## config.mk

```make
export PLATFORM = sky130hd
export DESIGN_NAME = booth_mult_arbiter
export DESIGN_NICKNAME = d
export VERILOG_FILES = /design/src/rtl/booth_mult_arbiter.sv
export SDC_FILE = /design/constraint.sdc
export NUM_CORES = 1
export LEC_CHECK = 0
export CAP_MARGIN = 5
export CORE_ASPECT_RATIO = 0.5
export CORE_UTILIZATION = 36
export CTS_CLUSTER_DIAMETER = 120
export DETAILED_ROUTE_END_ITERATION = 12
export PLACE_DENSITY = 0.78
export SLEW_MARGIN = 0
export SYNTH_ARGS = -nofsm -noshare
export SYNTH_HDL_FRONTEND = slang
export SYNTH_SLANG_ARGS = --single-unit
```

## constraint.sdc

```tcl
create_clock -name clk -period 2 [get_ports clk]
set_input_delay 0.3 -clock clk [delete_from_list [all_inputs] [get_ports clk]]
set_output_delay 0.3 -clock clk [all_outputs]
set_load 0.03 [all_outputs]
```

## src/rtl/booth_mult_arbiter.sv

```systemverilog
// rtl/booth_mult_arbiter.sv - round-robin arbiter and sequencer sharing one booth_mult_16bit
//
// Optional feature macro: MULT_ARB_TIMEOUT_EN (abort WAIT after TIMEOUT cycles without mult_done)
//
// Ports:
//   clk, rst                 clock, synchronous active-high reset
//   req[NREQ]                per-requester request level
//   req_a, req_b[16*NREQ]    packed signed operands, requester i at [16i+15:16i]
//   gnt[NREQ]                one-hot, one-cycle pulse when operands are captured
//   rsp_valid/rsp_ready      response handshake
//   rsp_id, rsp_prod         owner index and signed 32-bit product
//   rsp_err                  timeout abort flag (0 when the timeout feature is off)
//   busy                     high in every state except IDLE
//   mult_start, mult_a/b     start pulse and operands to the multiplier
//   mult_p, mult_done        product and completion flag from the multiplier
module booth_mult_arbiter #(
   parameter int NREQ    = 4,
   parameter int ID_W    = 2,
   parameter int TIMEOUT = 200
) (
   input  logic                 clk,
   input  logic                 rst,
   input  logic [NREQ-1:0]      req,
   input  logic [16*NREQ-1:0]   req_a,
   input  logic [16*NREQ-1:0]   req_b,
   output logic [NREQ-1:0]      gnt,
   output logic                 rsp_valid,
   input  logic                 rsp_ready,
   output logic [ID_W-1:0]      rsp_id,
   output logic [31:0]          rsp_prod,
   output logic                 rsp_err,
   output logic                 busy,
   output logic                 mult_start,
   output logic [15:0]          mult_a,
   output logic [15:0]          mult_b,
   input  logic [31:0]          mult_p,
   input  logic                 mult_done
);

   typedef enum logic [2:0] {S_IDLE, S_START, S_ARM, S_WAIT, S_RESP} state_t;

   state_t            state, state_nxt;
   logic [ID_W-1:0]   ptr, id_q, win;
   logic              any_req, take, tmo_hit;
   logic [15:0]       op_a, op_b;
   logic [31:0]       prod_q;
   logic [NREQ-1:0]   gnt_q, gnt_d;
   logic              start_q, start_d, busy_q, busy_d, valid_q, valid_d;

`ifdef MULT_ARB_TIMEOUT_EN
   localparam int CNT_W = $clog2(TIMEOUT + 1);
   logic [CNT_W-1:0]  wait_cnt;
   logic              err_q;
   // Fires in the TIMEOUT-th WAIT cycle; wait_cnt is 0 in the first one.
   assign tmo_hit = (wait_cnt == CNT_W'(TIMEOUT - 1));
`else
   assign tmo_hit = 1'b0;
`endif

   assign any_req = |req;
   assign take    = (state == S_IDLE) && any_req;

   // Round-robin pick: scan downward so the lowest offset from ptr is written last and wins.
   always_comb begin
      int idx;
      idx = 0;
      win = '0;
      for (int k = NREQ - 1; k >= 0; k--) begin
         idx = (int'(ptr) + k) % NREQ;
         if (req[idx[ID_W-1:0]]) win = idx[ID_W-1:0];
      end
   end

   // Next-state logic. ARM exists only to let a stale mult_done from the previous
   // operation fall away before WAIT starts looking at it.
   always_comb begin
      state_nxt = state;
      unique case (state)
         S_IDLE:  if (any_req) state_nxt = S_START;
         S_START: state_nxt = S_ARM;
         S_ARM:   state_nxt = S_WAIT;
         S_WAIT:  if (mult_done || tmo_hit) state_nxt = S_RESP;
         S_RESP:  if (rsp_ready) state_nxt = S_IDLE;
         default: state_nxt = S_IDLE;
      endcase
   end

   // Output logic: computes the values the output registers take at the next edge,
   // so every port is driven straight from a flop.
   always_comb begin
      gnt_d   = '0;
      start_d = 1'b0;
      if (take) begin
         gnt_d[win] = 1'b1;
         start_d    = 1'b1;
      end
      busy_d  = (state_nxt != S_IDLE);
      valid_d = (state_nxt == S_RESP);
   end

   always_ff @(posedge clk) begin
      if (rst) begin
         state   <= S_IDLE;
         ptr     <= '0;
         id_q    <= '0;
         op_a    <= '0;
         op_b    <= '0;
         prod_q  <= '0;
         gnt_q   <= '0;
         start_q <= 1'b0;
         busy_q  <= 1'b0;
         valid_q <= 1'b0;
      end else begin
         state   <= state_nxt;
         gnt_q   <= gnt_d;
         start_q <= start_d;
         busy_q  <= busy_d;
         valid_q <= valid_d;
         if (take) begin
            id_q <= win;
            op_a <= req_a[16*win +: 16];
            op_b <= req_b[16*win +: 16];
            ptr  <= (win == ID_W'(NREQ - 1)) ? '0 : win + 1'b1;
         end
         // A done on the timeout edge still wins and completes normally.
         if (state == S_WAIT) begin
            if (mult_done)    prod_q <= mult_p;
            else if (tmo_hit) prod_q <= '0;
         end
      end
   end

`ifdef MULT_ARB_TIMEOUT_EN
   always_ff @(posedge clk) begin
      if (rst) begin
         wait_cnt <= '0;
         err_q    <= 1'b0;
      end else begin
         if (state == S_ARM)       wait_cnt <= '0;
         else if (state == S_WAIT) wait_cnt <= wait_cnt + 1'b1;
         if (state == S_WAIT && !mult_done && tmo_hit) err_q <= 1'b1;
         else if (state == S_RESP && rsp_ready)        err_q <= 1'b0;
      end
   end
   assign rsp_err = err_q;
`else
   assign rsp_err = 1'b0;
`endif

   assign gnt        = gnt_q;
   assign mult_start = start_q;
   assign busy       = busy_q;
   assign rsp_valid  = valid_q;
   assign rsp_id     = id_q;
   assign rsp_prod   = prod_q;
   assign mult_a     = op_a;
   assign mult_b     = op_b;

endmodule

```

==> results of run 1 <==
synthesized netlist by cell type (2+ instances only):
| master | n | area (sq um) |
|---|---|---|
| nand2_1 | 97 | 364 |
| dfxtp_1 | 78 | 1560 |
| mux2i_1 | 67 | 671 |
| a21oi_1 | 35 | 175 |
| o221ai_1 | 32 | 280 |
| clkbuf_1 | 11 | 41.3 |
| buf_4 | 8 | 60.1 |
| nor2_1 | 8 | 30.0 |
| buf_2 | 5 | 25.0 |
| and2_1 | 4 | 25.0 |
| ha_1 | 4 | 50.1 |
| nor2b_1 | 3 | 18.8 |
| buf_12 | 2 | 40.0 |
| nand2_2 | 2 | 12.5 |
| nor3_1 | 2 | 10.0 |
area by class of cell:
class                           instances  area [sq um]  share of cell area, %
Clock buffer                           10           239                   3.65
Tap cell                              135           169                   2.58
Inverter                                2          7.51                  0.115
Sequential cell                        78          1560                   23.9
Clock inverter                          6          61.3                  0.937
Multi-Input combinational cell        270          1820                   27.7
Timing Repair Buffer                  265          2690                   41.1
power groups by stage:
stage	combinational [mW]	clock [mW]	sequential (mW)
2_1_floorplan	0.690	0	2.14
3_3_place_gp	1.79	0	1.85
3_5_place_dp	1.81	0	1.85
4_1_cts	1.82	1.68	1.82
5_1_grt	1.93	1.74	1.83
6_report	1.81	1.64	1.82
per-stage QoR:
stage,std cells,setup TNS [ns],util (%),area (sq um)
2_1_floorplan,380,0,-,3580
4_1_cts,766,0,68.6,6540
5_1_grt,766,0,68.6,6540
3_3_place_gp,750,-2.70,65.4,6240
3_5_place_dp,750,-4.50,65.4,6240
6_report,766,0,68.6,6540
per-layer routing:
metal | track usage, % | vias up | wire length, um
met5 | 0 | - | 0
met1 | 25.4 | 1672 | 4670
met4 | 6.33 | 0 | 155
met3 | 6.53 | 16 | 842
met2 | 40.4 | 122 | 5810
li1 | - | 1835 | -
worst max-delay path by stage:
stage                     startpoint                      to  cells after the start
after CTS                     req[0]  mult_a[4]$_SDFFE_PP0P_                      7
after global placement        req[0]       gnt[2]$_SDFF_PP0_                      8
after floorplan               req[2]     ptr[1]$_SDFFE_PP0P_                      7
final                         req[0]  mult_a[4]$_SDFFE_PP0P_                      7
after global routing          req[0]  mult_a[9]$_SDFFE_PP0P_                      7
after detailed placement      req[0]  mult_a[4]$_SDFFE_PP0P_                      7
cells by family (layout without fill, tap and decap cells):
kind of cell,after synthesis,after routing
mux,67,67
fa+ha+maj,4,4
buf+inv,32,283
flops,78,78
other cells,1,1
simple gates,127,127
compound gates,71,71
critical path: stages:
cell	delay, ns
clkdlybuf4s50_1	0.46
nor2b_1	0.17
nor3_1	0.23
o22a_4	0.26
buf_12	0.21
mux2i_1	0.24
o221ai_1	0.15
state kept, by name, indices dropped and copies added (netlist names):
register,cells
busy,1
mult_a,16
rsp_id,2
ptr,2
gnt,4
rsp_valid,1
rsp_prod,32
mult_start,1
state,3
mult_b,16
==> flow_metrics.tcl, run 1 <==
set metrics [dict create \
    drt_pass1_iterations 4 \
    hold_path_depth 2 \
    hold_viol_final 0 \
    synthCells 380 \
    area_growth_pct 82.9 \
    status "complete, no violations" \
    cts-resized-gates 0 \
    hold_start "rsp_prod[0]$_SDFFE_PP0P_" \
    layout.nets 798 \
    fillCellCount 796 \
    ctsRootBufferMaster "clkbuf_16" \
    die_width_um 143 \
    min_period_ns 1.84 \
    dp_slack_ns -0.190 \
    final_cell_mix "240 x clkdlybuf4s50_1, 97 x nand2_1, 78 x dfxtp_1" \
    p_switching_mw 1.59 \
    arrival_ns 2.04 \
    core_area_sq_um 9540 \
    crit_type "in -> reg" \
    io_pins 242 \
    rsz0062_at_grt "no" \
    hold_end "rsp_prod[0]$_SDFFE_PP0P_" \
    synthArstFlopShare_pct 0 \
    max_cap_violations 0 \
    ys_seq_area_share_pct 43.6 \
    synth-simple-area-share_pct 16.3 \
    grt_pass1_vias 3579 \
    ant_nets 0 \
    final_common_cell "clkdlybuf4s50_1" \
    rr_worst_depth 6 \
    synth_edf_count 0 \
    grt_start_max_net_pins 33 \
    maxSlewViolCount 0 \
    synthMuxAreaShare_pct 18.7 \
    whs_ns 0.452 \
    vias_per_cell 4.76 \
    grtUsageTotal_pct 22.2 \
    initial_core_util_pct 37.5 \
    vias 3645 \
    cts.path.max_buffers 2 \
    antenna_cells 0 \
    synth_compound_area_share_pct 13.8 \
    antenna_found_initial 0 \
    p_comb_share_pct 34.3 \
    power_frac_clock_pct 31.2 \
    hold_class "reg -> reg" \
    required_ns 2.20 \
    clk_latency_ns 0.33 \
    synth_fp_nets 552 \
    cts_tree "built" \
    postSynthAreaPerCell_sq_um 9.42 \
    fin_ws_ns 0.159 \
    r2r_start "ptr[0]$_SDFFE_PP0P_" \
    htreeDepth 3 \
    cp-end-kind "register" \
    finalWirelength_um 11500 \
    gr-total-overflow 0 \
    leakagePower_nw 2.46 \
    grt_pass1_wl_um 17800 \
    rrSetupSlack_ns 0.32 \
    drive_gt1_share_pct 8.56 \
    drt-initial-drc-count 117 \
    ctsHoldBuffers 0 \
    dieArea_sq_um 10400 \
    place_hpwl_um 8710 \
    final.setup_skew_ns 0.00539 \
    syn_area_sq_um 3580 \
    ys_warn_count 0 \
    switching_share_pct 30.2 \
    rows 25 \
    finalCritPeriodShare_pct 92.1 \
    finalSetupViolations 0 \
    numClockSinks 78 \
    path_max_fanout 23 \
    drc 0 \
    synthXorXnorAreaFrac_pct 0 \
    synth.distinct_cells 37 \
    port-buffer-count 240 \
    synthAdderAreaFrac_pct 1.40 \
    synth_top_family_by_area "multiplexers" \
    r2r_end "mult_a[4]$_SDFFE_PP0P_" \
    power_mw 5.26 \
    fmax_ghz 0.543 \
    post-cts-setup-buffer-count 0 \
    place_congestion 0.740 \
    die_y_um 72.5 \
    ys.flop_type "dfxtp_1" \
    internal_power_mw 3.68 \
    post_drt_wl_per_cell_um 15.0 \
    synth-seq-cells 78 \
    numCtsBuffers 9 \
    power.density_nw_per_um2 804 \
    seqPwrFrac_pct 34.5 \
    startpoint_type "primary input" \
    ir_drop_uv 557 \
    path_clk_slew_ns 0.06 \
]
Power figures use the tool's default switching activity.
==> run 2: changes to the inputs <==
--- a/config.mk
+++ b/config.mk
@@ -7,11 +7,10 @@
 export LEC_CHECK = 0
 export CAP_MARGIN = 5
 export CORE_ASPECT_RATIO = 0.5
-export CORE_UTILIZATION = 36
+export CORE_UTILIZATION = 32
 export CTS_CLUSTER_DIAMETER = 120
 export DETAILED_ROUTE_END_ITERATION = 12
-export PLACE_DENSITY = 0.78
-export SLEW_MARGIN = 0
+export PLACE_DENSITY = 0.73
 export SYNTH_ARGS = -nofsm -noshare
 export SYNTH_HDL_FRONTEND = slang
 export SYNTH_SLANG_ARGS = --single-unit
==> constraint.sdc (replaced) <==
create_clock -name clk -period 1.65 [get_ports clk]
set_input_delay 0.2475 -clock clk [delete_from_list [all_inputs] [get_ports clk]]
set_output_delay 0.2475 -clock clk [all_outputs]
set_load 0.03 [all_outputs]
==> flow_metrics.tcl, run 2 (synthesized netlist as in run 1, its figures left out) <==
set metrics [dict create \
    hold_class "reg -> reg" \
    layout.nets 809 \
    grt_start_max_net_pins 33 \
    grt_pass1_vias 3682 \
    met1_length_um 5120 \
    largest_reg_flops 32 \
    core_area_sq_um 10500 \
    rsz0062_at_grt "yes" \
    place_congestion 0.765 \
    arrival_ns 1.85 \
    status "complete, no violations" \
    vias_per_cell 4.83 \
    finalSetupViolations 0 \
    drt-initial-drc-count 154 \
    cp-startpoint "ptr[0]$_SDFFE_PP0P_" \
    hold_viol_final 0 \
    place_area_sq_um 6270 \
    initial_core_util_pct 34.0 \
    dieArea_sq_um 11600 \
    io_pins 242 \
    final.setup_skew_ns 0.00720 \
    min_period_ns 1.64 \
    final_common_cell "clkdlybuf4s50_1" \
    grtUsageTotal_pct 19.7 \
    grt_pass1_wl_um 18000 \
    power.density_nw_per_um2 960 \
    r2r_start "ptr[0]$_SDFFE_PP0P_" \
    drive_gt1_share_pct 11.2 \
    drt_pass1_iterations 4 \
    maxSlewViolCount 0 \
    cts_tree "built" \
    wl_met3_um 880 \
    wl_met2_um 6240 \
    antenna_cells 0 \
    cp-end-kind "register" \
    port-buffer-count 240 \
    r2r_end "ptr[1]$_SDFFE_PP0P_" \
    fillCellCount 900 \
    ctsRootBufferMaster "clkbuf_16" \
    antenna_found_initial 0 \
    top_layer_used "met4" \
    ant_nets 0 \
    cts.path.max_buffers 2 \
    ir_drop_uv 499 \
    path_max_fanout 5 \
    area_growth_pct 89.3 \
    drc 0 \
    post_drt_wl_per_cell_um 15.8 \
    ctsHoldBuffers 0 \
    finalCritPeriodShare_pct 99.2 \
    place_hpwl_um 8720 \
    max_cap_violations 0 \
    vias 3780 \
    startpoint_type "register" \
    rr_worst_depth 7 \
    required_ns 1.86 \
    final_cell_mix "229 x clkdlybuf4s50_1, 97 x nand2_1, 76 x dfxtp_1" \
    fmax_ghz 0.611 \
    fin_tns_setup_ns 0 \
    numClockSinks 78 \
    numCtsBuffers 9 \
    gr-total-overflow 0 \
    endpoint "ptr[1]$_SDFFE_PP0P_" \
    die_width_um 152 \
    path_clk_slew_ns 0.06 \
    crit_type "reg -> reg" \
    clk_latency_ns 0.33 \
    final_area_sq_um 6770 \
    finalWirelength_um 12400 \
    die_y_um 76.8 \
    rrSetupSlack_ns 0.01 \
    leakagePower_nw 2.67 \
    htreeDepth 3 \
    rows 26 \
]
## run 2: changes by cell type in the layout (fill, tap and decap cells not counted), sizes merged
| cell | previous run | this run |
|---|---|---|
| o22a | 1 | 2 |
| clkbuf | 10 | 12 |
| bufinv | 1 | 0 |
| inv | 2 | 5 |
| buf | 25 | 32 |
| dlymetal6s2s | 0 | 7 |
| clkdlybuf4s50 | 240 | 229 |
| clkinvlp | 1 | 2 |
| dlygate4sd2 | 0 | 4 |
| clkinv | 4 | 2 |
## run 2: routing by layer
| layer | vias to the layer above | global-route usage [%] |
|---|---|---|
| met3 | 13 | 4.94 |
| met5 | - | 0 |
| met4 | 0 | 6.04 |
| met2 | 116 | 35.7 |
| li1 | 1868 | - |
| met1 | 1783 | 22.5 |
## run 2: area by class of cell
| class | count | area [sq um] | share of cell area [%] |
|---|---|---|---|
| well taps | 140 | 175 | 2.59 |
| repair buffers | 275 | 2890 | 42.6 |
| clock inverters | 7 | 55.1 | 0.813 |
| clock buffers | 9 | 225 | 3.33 |
| inverters | 2 | 7.51 | 0.111 |
| flip-flops and latches | 78 | 1570 | 23.1 |
| multi-input cells | 271 | 1860 | 27.4 |
## run 2: metrics by stage
stage          hold slack, ns  power [mW]  utilization (%)  instances  setup WS, ns
3_5_place_dp            0.446        4.46             59.5        756        -0.415
6_report                0.452        6.50             64.3        782        0.0138
2_1_floorplan           0.324        3.44                -        380         0.100
3_3_place_gp            0.441        4.42             59.5        756        -0.367
4_1_cts                 0.442        6.46             63.1        777       0.00109
5_1_grt                 0.460        6.82             64.3        782       -0.0763
## run 2: critical path, stage by stage, from the launching register on
cell	delay, ns
dfxtp_4	0.36
nor2b_2	0.15
nor3_2	0.08
o22a_4	0.29
buf_4	0.17
ha_1	0.28
mux2i_1	0.14
nor2_1	0.06
## run 2: timing repair
item	in CTS	in global routing
pin swaps	3	11
buffers inserted	3	2
resized for setup	6	18
cloned	2	5
setup endpoints to repair	33	41
## run 2: report_power, final
part           total [mW]  switching [mW]  internal, mW  leakage, nW
clock network        1.85           0.818          1.03        0.133
registers            2.20           0.112          2.09        0.638
logic                2.45            1.12          1.33         1.90
total                6.50            2.05          4.45         2.67
## run 2: worst min path at each step
stage,cells after the start,end,slack [ns],startpoint
2_1_floorplan,1,state[2]$_SDFF_PP0_,0.32,rst
3_5_place_dp,2,rsp_prod[2]$_SDFFE_PP0P_,0.45,rsp_prod[2]$_SDFFE_PP0P_
4_1_cts,3,rsp_prod[21]$_SDFFE_PP0P_,0.44,mult_p[21]
3_3_place_gp,2,rsp_prod[15]$_SDFFE_PP0P_,0.44,rsp_prod[15]$_SDFFE_PP0P_
5_1_grt,3,rsp_prod[12]$_SDFFE_PP0P_,0.46,mult_p[12]
6_report,2,rsp_prod[3]$_SDFFE_PP0P_,0.45,rsp_prod[3]$_SDFFE_PP0P_
==> run 3: changes to the inputs <==
--- a/config.mk
+++ b/config.mk
@@ -5,12 +5,12 @@
 export SDC_FILE = /design/constraint.sdc
 export NUM_CORES = 1
 export LEC_CHECK = 0
-export CAP_MARGIN = 5
 export CORE_ASPECT_RATIO = 0.5
-export CORE_UTILIZATION = 32
+export CORE_UTILIZATION = 39
 export CTS_CLUSTER_DIAMETER = 120
 export DETAILED_ROUTE_END_ITERATION = 12
-export PLACE_DENSITY = 0.73
+export PLACE_DENSITY = 0.84
+export REMOVE_ABC_BUFFERS = 1
 export SYNTH_ARGS = -nofsm -noshare
 export SYNTH_HDL_FRONTEND = slang
 export SYNTH_SLANG_ARGS = --single-unit
==> constraint.sdc (replaced) <==
create_clock -name clk -period 2.1 [get_ports clk]
set_input_delay 0.315 -clock clk [delete_from_list [all_inputs] [get_ports clk]]
set_output_delay 0.315 -clock clk [all_outputs]
set_load 0.03 [all_outputs]
==> flow_metrics.tcl, run 3 (synthesized netlist as in run 1, its figures left out) <==
set metrics [dict create \
    max_cap_violations 0 \
    layout.nets 791 \
    antenna_cells 0 \
    power_mw 5.10 \
    core_area_sq_um 8800 \
    ctsHoldBuffers 0 \
    die_y_um 69.7 \
    grt_pass1_vias 3791 \
    maxSlewViolCount 0 \
    hold_class "in -> reg" \
    hold_path_depth 2 \
    cts.path.max_buffers 2 \
    clk_latency_ns 0.33 \
    finalWirelength_um 11500 \
    antenna_found_initial 0 \
    rsz0062_at_grt "no" \
    drt_pass1_iterations 4 \
    largest_reg_flops 32 \
    grt_pass1_wl_um 18400 \
    cp_slowest_cell "clkdlybuf4s50_1" \
    post_drt_wl_per_cell_um 15.6 \
    rows 24 \
    drive_gt1_share_pct 7.22 \
    worst-path-stages 7 \
    dieArea_sq_um 9590 \
    gr-total-overflow 0 \
    cts-resized-gates 0 \
    critPathTopFamily "buffers and inverters" \
    die_width_um 137 \
    cts_tree "built" \
    cp-end-kind "register" \
    required_ns 2.30 \
    leakagePower_nw 2.42 \
    startpoint_type "primary input" \
    finalSetupViolations 0 \
    ant_nets 0 \
    cp_slowest_stage_delay_ns 0.45 \
    place_congestion 0.790 \
    worst_pin_slew_ns 0.648 \
    fmax_ghz 0.537 \
    crit_path_cell_trace "clkdlybuf4s50_1, nor2b_1, nor3_1, o22a_4, buf_12, mux2i_1, o221ai_1" \
    final_common_cell "clkdlybuf4s50_1" \
    vias_per_cell 5.01 \
    vias 3710 \
    crit_buf_inv 2 \
    hold_viol_final 0 \
    drt-initial-drc-count 136 \
    htreeDepth 3 \
    place_hpwl_um 8400 \
    port-buffer-count 240 \
    max-slew-margin-rel_pct 56.8 \
    drc 0 \
    final_util_pct 73.5 \
    power.density_nw_per_um2 789 \
    numCtsBuffers 9 \
    crit_type "in -> reg" \
    fillCellCount 640 \
    io_pins 242 \
    numClockSinks 78 \
    path_clk_slew_ns 0.06 \
    finalCritPeriodShare_pct 88.6 \
    arrival_ns 2.06 \
    grt_start_max_net_pins 42 \
    grtUsageTotal_pct 24.9 \
    ctsRootBufferMaster "clkbuf_16" \
    min_period_ns 1.86 \
    post-cts-setup-buffer-count 0 \
    status "complete, no violations" \
    rr_worst_depth 3 \
    ir_drop_uv 506 \
    final.setup_skew_ns 0.00564 \
    path_max_fanout 28 \
    area_growth_pct 80.7 \
    seqCellArea_sq_um 1560 \
    initial_core_util_pct 40.7 \
    final_cell_mix "239 x clkdlybuf4s50_1, 97 x nand2_1, 78 x dfxtp_1" \
    multi_input_area_sq_um 1820 \
]
[run 3: changes by cell type in the layout (fill, tap and decap cells not counted), moves of 3 or more]
cell | before | now
buf_12 | 12 | 7
buf_4 | 18 | 11
clkbuf_16 | 12 | 9
clkdlybuf4s50_1 | 229 | 239
dlygate4sd2_1 | 4 | 0
dlymetal6s2s_1 | 7 | 0
inv_6 | 3 | 0
mux2i_1 | 64 | 67
mux2i_2 | 3 | 0
[run 3: worst paths after layout]
kind	start	endpoint	slack, ns
worst min-delay path	rst	mult_start$_SDFF_PP0_	0.23
worst min register to register	rsp_prod[13]$_SDFFE_PP0P_	rsp_prod[13]$_SDFFE_PP0P_	0.45
worst max-delay path	req[0]	mult_a[13]$_SDFFE_PP0P_	0.24
worst max register to register	state[2]$_SDFF_PP0_	busy$_SDFF_PP0_	0.31
[run 3: through the flow]
step	worst slack (ns)	instances	hold WS [ns]	TNS, ns	area, sq um
global route	0.141	740	0.235	0	6470
finish	0.240	740	0.230	0	6470
floorplan	-1.51	350	0.384	-51.77	3370
global placement	-0.0213	725	0.441	-0.106	6150
CTS	0.234	740	0.225	0	6470
detailed placement	-0.130	725	0.446	-1.78	6150
[run 3: per-layer routing]
| metal | global-route usage, % | share of wire, % | vias to the layer above |
|---|---|---|---|
| met1 | 26.5 | 39 | 1718 |
| met2 | 45.6 | 52 | 144 |
| met3 | 8.19 | 7.3 | 29 |
| li1 | - | - | 1819 |
| met4 | 8.42 | 2.5 | 0 |
| met5 | 0 | 0 | - |
[run 3: final cells by class]
class                   instances  share of cell area (%)
repair buffers                258                    40.5
multi-input cells             270                    28.1
flip-flops and latches         78                    24.1
clock buffers                  12                    3.81
well taps                     117                    2.26
clock inverters                 3                    1.06
inverters                       2                   0.116
[run 3: where the power goes]
group / internal (mW) / switching (mW)
sequential: 1.64 / 0.0956
combinational: 0.884 / 0.813
clock: 1.07 / 0.596
